[src/rtl/fifo_uart_tx_pkg.sv]
// fifo_uart_tx_pkg: state encoding, parity types and line levels for the FIFO-fed UART transmitter.
package fifo_uart_tx_pkg;
  typedef enum logic [2:0] {
    IDLE   = 3'd0,
    START  = 3'd1,
    DATA   = 3'd2,
    PARITY = 3'd3,
    STOP   = 3'd4
  } state_t;
  localparam logic PAR_EVEN  = 1'b0;
  localparam logic PAR_ODD   = 1'b1;
  localparam logic IDLE_LVL  = 1'b1;
  localparam logic START_LVL = 1'b0;
endpackage

[src/rtl/uart_tx_parity_calc.sv]
// uart_tx_parity_calc: parity bit for a payload, even or odd.
module uart_tx_parity_calc
  import fifo_uart_tx_pkg::*;
#(
  parameter int DATA_WIDTH = 8
) (
  input  logic [DATA_WIDTH-1:0] data_i,
  input  logic                  par_typ_i,
  output logic                  par_o
);
  assign par_o = par_typ_i == PAR_ODD ? ~^data_i : ^data_i;
endmodule

[src/rtl/fifo_uart_tx.sv]
// fifo_uart_tx: pops bytes from the async FIFO read side and serialises them as UART frames.
// Defining FIFO_UART_TX_PRESCALE_EN adds i_prescale, stretching every bit period to that many cycles.
module fifo_uart_tx
  import fifo_uart_tx_pkg::*;
#(
  parameter int DATA_WIDTH     = 8,
  parameter int PRESCALE_WIDTH = 6
) (
  input  logic                      CLK,
  input  logic                      RST,
  input  logic                      i_empty,
  input  logic [DATA_WIDTH-1:0]     i_rdata,
  input  logic                      i_par_en,
  input  logic                      i_par_typ,
`ifdef FIFO_UART_TX_PRESCALE_EN
  input  logic [PRESCALE_WIDTH-1:0] i_prescale,
`endif
  output logic                      o_rinc,
  output logic                      o_tx_out,
  output logic                      o_busy
);
  localparam int CW = DATA_WIDTH > 1 ? $clog2(DATA_WIDTH) : 1;
  state_t state_q, state_d;
  logic [DATA_WIDTH-1:0] shift_q, shift_d;
  logic [CW-1:0] cnt_q, cnt_d;
  logic [PRESCALE_WIDTH-1:0] presc_in, presc_q, presc_d, pcnt_q, pcnt_d;
  logic par_en_q, par_en_d, par_bit_q, par_bit_d, par_calc;
  logic tx_q, tx_d, busy_q, busy_d;
  logic load, bit_end, last_bit;
`ifdef FIFO_UART_TX_PRESCALE_EN
  assign presc_in = i_prescale;
`else
  assign presc_in = PRESCALE_WIDTH'(1);
`endif
  assign bit_end  = pcnt_q == presc_q - PRESCALE_WIDTH'(1);
  assign last_bit = cnt_q == CW'(DATA_WIDTH - 1);
  assign load     = RST && !i_empty && (state_q == IDLE || (state_q == STOP && bit_end));
  assign o_rinc   = load;
  assign o_tx_out = tx_q;
  assign o_busy   = busy_q;
  // Parity is resolved at load so later config changes cannot reach the frame.
  uart_tx_parity_calc #(.DATA_WIDTH(DATA_WIDTH)) u_parity (
    .data_i   (i_rdata),
    .par_typ_i(i_par_typ),
    .par_o    (par_calc)
  );
  always_ff @(posedge CLK) state_q <= !RST ? IDLE : state_d;
  always_comb begin
    state_d = state_q;
    case (state_q)
      IDLE:    state_d = load ? START : IDLE;
      START:   state_d = bit_end ? DATA : START;
      DATA:    state_d = bit_end && last_bit ? (par_en_q ? PARITY : STOP) : DATA;
      PARITY:  state_d = bit_end ? STOP : PARITY;
      STOP:    state_d = bit_end ? (load ? START : IDLE) : STOP;
      default: state_d = IDLE;
    endcase
  end
  always_comb begin
    shift_d   = load ? i_rdata : (state_q == DATA && bit_end) ? shift_q >> 1 : shift_q;
    cnt_d     = (state_q == DATA && bit_end) ? (last_bit ? '0 : cnt_q + CW'(1)) : cnt_q;
    pcnt_d    = (state_q == IDLE || bit_end) ? '0 : pcnt_q + PRESCALE_WIDTH'(1);
    presc_d   = load ? (presc_in == '0 ? PRESCALE_WIDTH'(1) : presc_in) : presc_q;
    par_en_d  = load ? i_par_en : par_en_q;
    par_bit_d = load ? par_calc : par_bit_q;
    tx_d      = state_d == START  ? START_LVL :
                state_d == DATA   ? shift_d[0] :
                state_d == PARITY ? par_bit_q : IDLE_LVL;
    busy_d    = state_d != IDLE;
  end
  always_ff @(posedge CLK) begin
    if (!RST) begin
      shift_q   <= '0;
      cnt_q     <= '0;
      pcnt_q    <= '0;
      presc_q   <= PRESCALE_WIDTH'(1);
      par_en_q  <= 1'b0;
      par_bit_q <= 1'b0;
      tx_q      <= IDLE_LVL;
      busy_q    <= 1'b0;
    end else begin
      shift_q   <= shift_d;
      cnt_q     <= cnt_d;
      pcnt_q    <= pcnt_d;
      presc_q   <= presc_d;
      par_en_q  <= par_en_d;
      par_bit_q <= par_bit_d;
      tx_q      <= tx_d;
      busy_q    <= busy_d;
    end
  end
endmodule

[config.mk]
export PLATFORM = sky130hd
export DESIGN_NAME = fifo_uart_tx
export DESIGN_NICKNAME = d
export VERILOG_FILES = /design/src/rtl/fifo_uart_tx_pkg.sv /design/src/rtl/uart_tx_parity_calc.sv /design/src/rtl/fifo_uart_tx.sv
export SDC_FILE = /design/constraint.sdc
export NUM_CORES = 1
export LEC_CHECK = 0
export CORE_MARGIN = 3
export CORE_UTILIZATION = 35
export CTS_BUF_LIST = sky130_fd_sc_hd__clkbuf_8
export DETAILED_ROUTE_END_ITERATION = 7
export PLACE_DENSITY = 0.6
export SYNTH_ARGS = -nofsm -noshare
export SYNTH_HDL_FRONTEND = slang
export SYNTH_HIERARCHICAL = 1
export SYNTH_SLANG_ARGS = --single-unit
[constraint.sdc]
create_clock -name CLK -period 8.4 [get_ports CLK]
set_clock_uncertainty 0.2 [all_clocks]
set_input_delay 0.84 -clock CLK [delete_from_list [all_inputs] [get_ports CLK]]
set_output_delay 0.84 -clock CLK [all_outputs]
set_load 0.1 [all_outputs]
Word-level counts from Yosys, hierarchy flattened
Cells that the tools add are included.

storage, ports and cells
  register bits = 24
  latch bits = 0
  memory bits (writable) = 0
  ROM bits = 0
  input bits = 13
  word-level logic and storage cells = 49
  memories = 0

operators by class
  $add $sub $neg = 2
  multiply operators = 0
  div/mod/pow operators = 0
  order comparisons = 0
  equality and inequality tests = 8
  shift operators = 0
  mux-type cells = 14
  bitwise operators = 1
  reduce and logical (&&, ||, !) cells = 15

operators by type and width
  cell                 number
  $mux 8               2
  $mux 3               5
  $pmux 3 s5           1
  $eq 3x2->1 const B   4
  $reduce_xnor 8->1    1
  $reduce_xor 8->1     1
  $add 6x1->6 const B  1
  $eq 3x1->1 const B   2
  $eq 3x3->1 const B   2
  $logic_not 6->1      1
  $logic_and 1x1->1    5
  $mux 1               5
  $add 3x1->3 const B  1
  $logic_not 3->1      1
  $reduce_bool 3->1    1
  $logic_or 1x1->1     2
  $mux 2               1
  $reduce_bool 2->1    1
  $reduce_or 2->1      1
  $logic_not 1->1      1
  $not 1->1            1

Depth between registers and ports, before layout
  depth in word-level cells = 11
  mapped depth = 8
  mapped depth without buffers = 8

Modules after synthesis
The synthesis kept the hierarchy.

modules (own cells, without submodules)
  module               times used  cells each  area an instance (µm²)
  fifo_uart_tx         1           122         1118.6
  uart_tx_parity_calc  1           7           82.6

Least setup slack after synthesis
Ideal clock, no wire load.

  kind = flip-flop to output port
  start = register pcnt_q[0]
  end = output port o_rinc
  arrival = 2147 ps
  slack = 5213 ps
  cell stages (with the launch flop) = 7
  cell sequence = dfxtp_1 > inv_1 > ha_1 > or4b_4 > o21ai_0 > nand3_1 > inv_1

between the ends
  longest elaborated chain between the ends = 4

RTL lines
  item                      RTL line            text
  start: declaration        fifo_uart_tx.sv:26  logic [PRESCALE_WIDTH-1:0] presc_in, presc_q, presc_d, pcnt_q, pcnt_d;
  start signal: assignment  fifo_uart_tx.sv:84  pcnt_q <= pcnt_d;
  $logic_not 6->1           fifo_uart_tx.sv:35  assign bit_end = pcnt_q == presc_q - PRESCALE_WIDTH'(1);
  $logic_and 1x1->1         fifo_uart_tx.sv:37  assign load = RST && !i_empty && (state_q == IDLE || (state_q == STOP && bit_end));
  $logic_or 1x1->1          fifo_uart_tx.sv:37
  $logic_and 1x1->1         fifo_uart_tx.sv:37
  end: declaration          fifo_uart_tx.sv:18  output logic o_rinc,

Every way passes these cells.

Worst setup path in the final report
  start = input port RST
  end = output port o_rinc

between the ends
  longest elaborated chain between the ends = 2

RTL lines
  item                            RTL line            text
  start: declaration              fifo_uart_tx.sv:10  input logic RST,
  $logic_and 1x1->1 (2 in a row)  fifo_uart_tx.sv:37

Every way passes these cells.

==> out/results.ini <==
[logic_synthesis]
postSynthRegisterBits=24
synth_edf_count=0
synthesis.instances=129
synth.area.top_cells=sky130_fd_sc_hd__dfxtp_1, sky130_fd_sc_hd__mux2i_1, sky130_fd_sc_hd__xnor2_1
synth.cell_area_um2=1200
synth_top_cell_area_share_pct=40.0
yosys_warnings=6
post_synth.cell_area_avg_um2=9.31
main_flop_type_after_synthesis=sky130_fd_sc_hd__dfxtp_1
mappedNetlistNets=146
yosys.cell_count.top_type=sky130_fd_sc_hd__dfxtp_1
synth_commonest_cells=sky130_fd_sc_hd__dfxtp_1, sky130_fd_sc_hd__nand2_1, sky130_fd_sc_hd__nor2_1
synth.lib_cells_used.distinct=32
yosysSeqAreaShare_pct=40.0
yosys.area.top_type=sky130_fd_sc_hd__dfxtp_1
async_reset_ff_share_pct=0

[sta]
finalCriticalPeriod_ns=4.74
tns_ns=0
slew_margin_rel_pct=29.7
max_freq_mhz=211
final_critical_path_setup_slack_ns=3.66
timing.final.crit_share_pct=56.5
worst_tran_pin_value_ns=1.04
maxSlewViolCount=0
grt_setup_unrepaired=no
finalHoldViolations=0
report.final.setup_viol=0

[final_layout]
layout-area-overhead-vs-synth_pct=19.8
antenna_cells_inserted=0
final_net_count=160
final_design_instance_area_without_fill_um2=1440
fraction_of_layout_instances_using_a_drive_strength_above_1_pct=6.34

[cts]
post_cts_hold_buffer_count=0
cts_made_buffers=3
h-tree-depth=1
clk_pin_slew_worst_paths_ns=0.09
clk_path_buf_depth=2
cts.repair.resized=0
clock_sink_count=24
post_cts_buffers=0
insertion_delay_ns=0.26
tritoncts=yes
clk_root_buffer_cell=sky130_fd_sc_hd__clkbuf_8

[floorplanning]
die_width_um=64.6
fp-row-count=20
core-area_um2=3150
ioPinCount=16
design.die.area_um2=4170
initial_utilization_pct=38.1
die_height_um=64.6

[setup_path]
cp_slowest_cell=sky130_fd_sc_hd__clkdlybuf4s50_1
worst_path_largest_cell_delay_ns=1.17
setup.worst_path.class=in2out
data_required_critical_path_ns=7.36
timing.critical_path.from_type=input pin
maximum_fanout_encountered_on_the_critical_timing_path=19
critical_path_capture_point_type=output port
worstPathArrival_ns=3.70
worst-r2r-cell-count=7
cp_common_cell=sky130_fd_sc_hd__clkdlybuf4s50_1
cp_cell_sequence=clkdlybuf4s50_1 > nand3_1 > inv_1 > clkdlybuf4s50_1

[routing]
drt-pass1-iter-count=4
initial_drt_markers=16
route.vias.total=904
detail_route.vias_per_cell=4.86
detail_route.wirelength_mm=2.07
drc=0
wire_per_inst_um=11.1
antenna_left=0

[worst_hold_path]
hold_depth=1
worst_min_path_class=reg2reg

[pwr]
seq_power_share_pct=49.6
switching_share_pct=26.1
total_switching_power_w=0.0000650
power.combinational.fraction_pct=19.6
powerDensity_nw_per_um2=173
ir_drop_mv=0.0706
leakagePower_nw=0.663
intPower_w=0.000184
share_clk_of_total_power_pct=30.8
totalPowerFinal_w=0.000249

[global_routing]
global_route.usage.total_pct=10.7
grt_max_degree=20
antenna_found_initial=0
via_count_of_the_first_global_routing_pass=854
grt_overflow_total=0
grt_first_pass_wirelength_mm=3.53

[placement]
finalWeightedCongestion=0.794
portBuffers=15
detailedPlace.worstSlack_ns=3.66
dp_hpwl_mm=1.58
postPlaceCellArea_um2=1380

[flow_run]
cap_violations=0

[outcome]
result_of_the_run=finished, final reports clean

[area by class of cell]
| type | count | area [um2] |
|---|---|---|
| Tap cell | 44 | 55.1 |
| Inverter | 8 | 30.0 |
| Fill cell | 325 | 1710 |
| Sequential cell | 24 | 480 |
| Multi-Input combinational cell | 91 | 668 |
| Clock buffer | 4 | 55.1 |
| Timing Repair Buffer | 15 | 150 |
[cell usage in the layout (no fill, tap or decap), types with 3 or more instances in the layout]
| cell | n |
|---|---|
| sky130_fd_sc_hd__nor2b_1 | 4 |
| sky130_fd_sc_hd__ha_1 | 4 |
| sky130_fd_sc_hd__dfxtp_1 | 24 |
| sky130_fd_sc_hd__nand3_1 | 4 |
| sky130_fd_sc_hd__nor2_1 | 12 |
| sky130_fd_sc_hd__clkbuf_8 | 4 |
| sky130_fd_sc_hd__clkdlybuf4s50_1 | 15 |
| sky130_fd_sc_hd__xnor2_1 | 7 |
| sky130_fd_sc_hd__o21ai_0 | 3 |
| sky130_fd_sc_hd__a21boi_0 | 3 |
| sky130_fd_sc_hd__mux2i_1 | 8 |
| sky130_fd_sc_hd__nand2_1 | 12 |
| sky130_fd_sc_hd__inv_1 | 8 |
| sky130_fd_sc_hd__nand2b_1 | 3 |
| sky130_fd_sc_hd__nor3_1 | 4 |
| sky130_fd_sc_hd__o211a_1 | 6 |
[registers in the layout, indices dropped and copies added, names as in the netlist]
signal	count
o_busy	1
par_bit_q	1
shift_q	8
par_en_q	1
state_q	3
o_tx_out	1
cnt_q	3
pcnt_q	6
[power by group through the flow]
| stage | sequential [W] | combinational [W] | clock [W] |
|---|---|---|---|
| 6_report | 0.000124 | 0.0000488 | 0.0000768 |
| 5_1_grt | 0.000125 | 0.0000529 | 0.0000844 |
| 2_1_floorplan | 0.000132 | 0.0000303 | 0 |
| 3_3_place_gp | 0.000126 | 0.0000486 | 0 |
| 4_1_cts | 0.000124 | 0.0000493 | 0.0000795 |
| 3_5_place_dp | 0.000126 | 0.0000492 | 0 |
[critical path, delay by kind of cell]
family	cells	cell delay [ns]
buffers and inverters	3	2.26
and+or+nand+nor	1	0.59
[stage by stage]
stage | hold WS (ns) | utilization, % | instances
detailed placement | 0.253 | 43.9 | 182
CTS | 0.274 | 45.6 | 186
global placement | 0.239 | 43.9 | 182
global route | 0.313 | 45.6 | 186
finish | 0.268 | 45.6 | 186
floorplan | 0.226 | - | 129
[logic make-up after synthesis]
family                   synth area share [%]
AND/OR/NAND/NOR                          18.2
buffers and inverters                    4.37
multiplexers                             8.85
adder cells (fa/ha/maj)                  4.17
XOR/XNOR                                 9.79
flip-flops                               40.0
AO/OA/AOI/OAI                            14.6
[worst paths after layout]
| check | start | to | slack [ns] |
|---|---|---|---|
| worst min-delay path | pcnt_q[0]$_SDFF_PP0_ | pcnt_q[0]$_SDFF_PP0_ | 0.27 |
| worst max-delay path | RST | o_rinc | 3.66 |
| worst max register to register | pcnt_q[0]$_SDFF_PP0_ | o_tx_out$_SDFF_PN1_ | 5.45 |
| worst min register to register | pcnt_q[0]$_SDFF_PP0_ | pcnt_q[0]$_SDFF_PP0_ | 0.27 |
[layer usage]
metal | GRT usage (%) | wire, um | vias up
li1 | - | - | 471
met1 | 13.8 | 1040 | 416
met2 | 17.8 | 934 | 15
met3 | 2.60 | 78 | 2
met4 | 3.17 | 18 | 0
met5 | 0 | 0 | -
(Power assumes the default switching activity.)
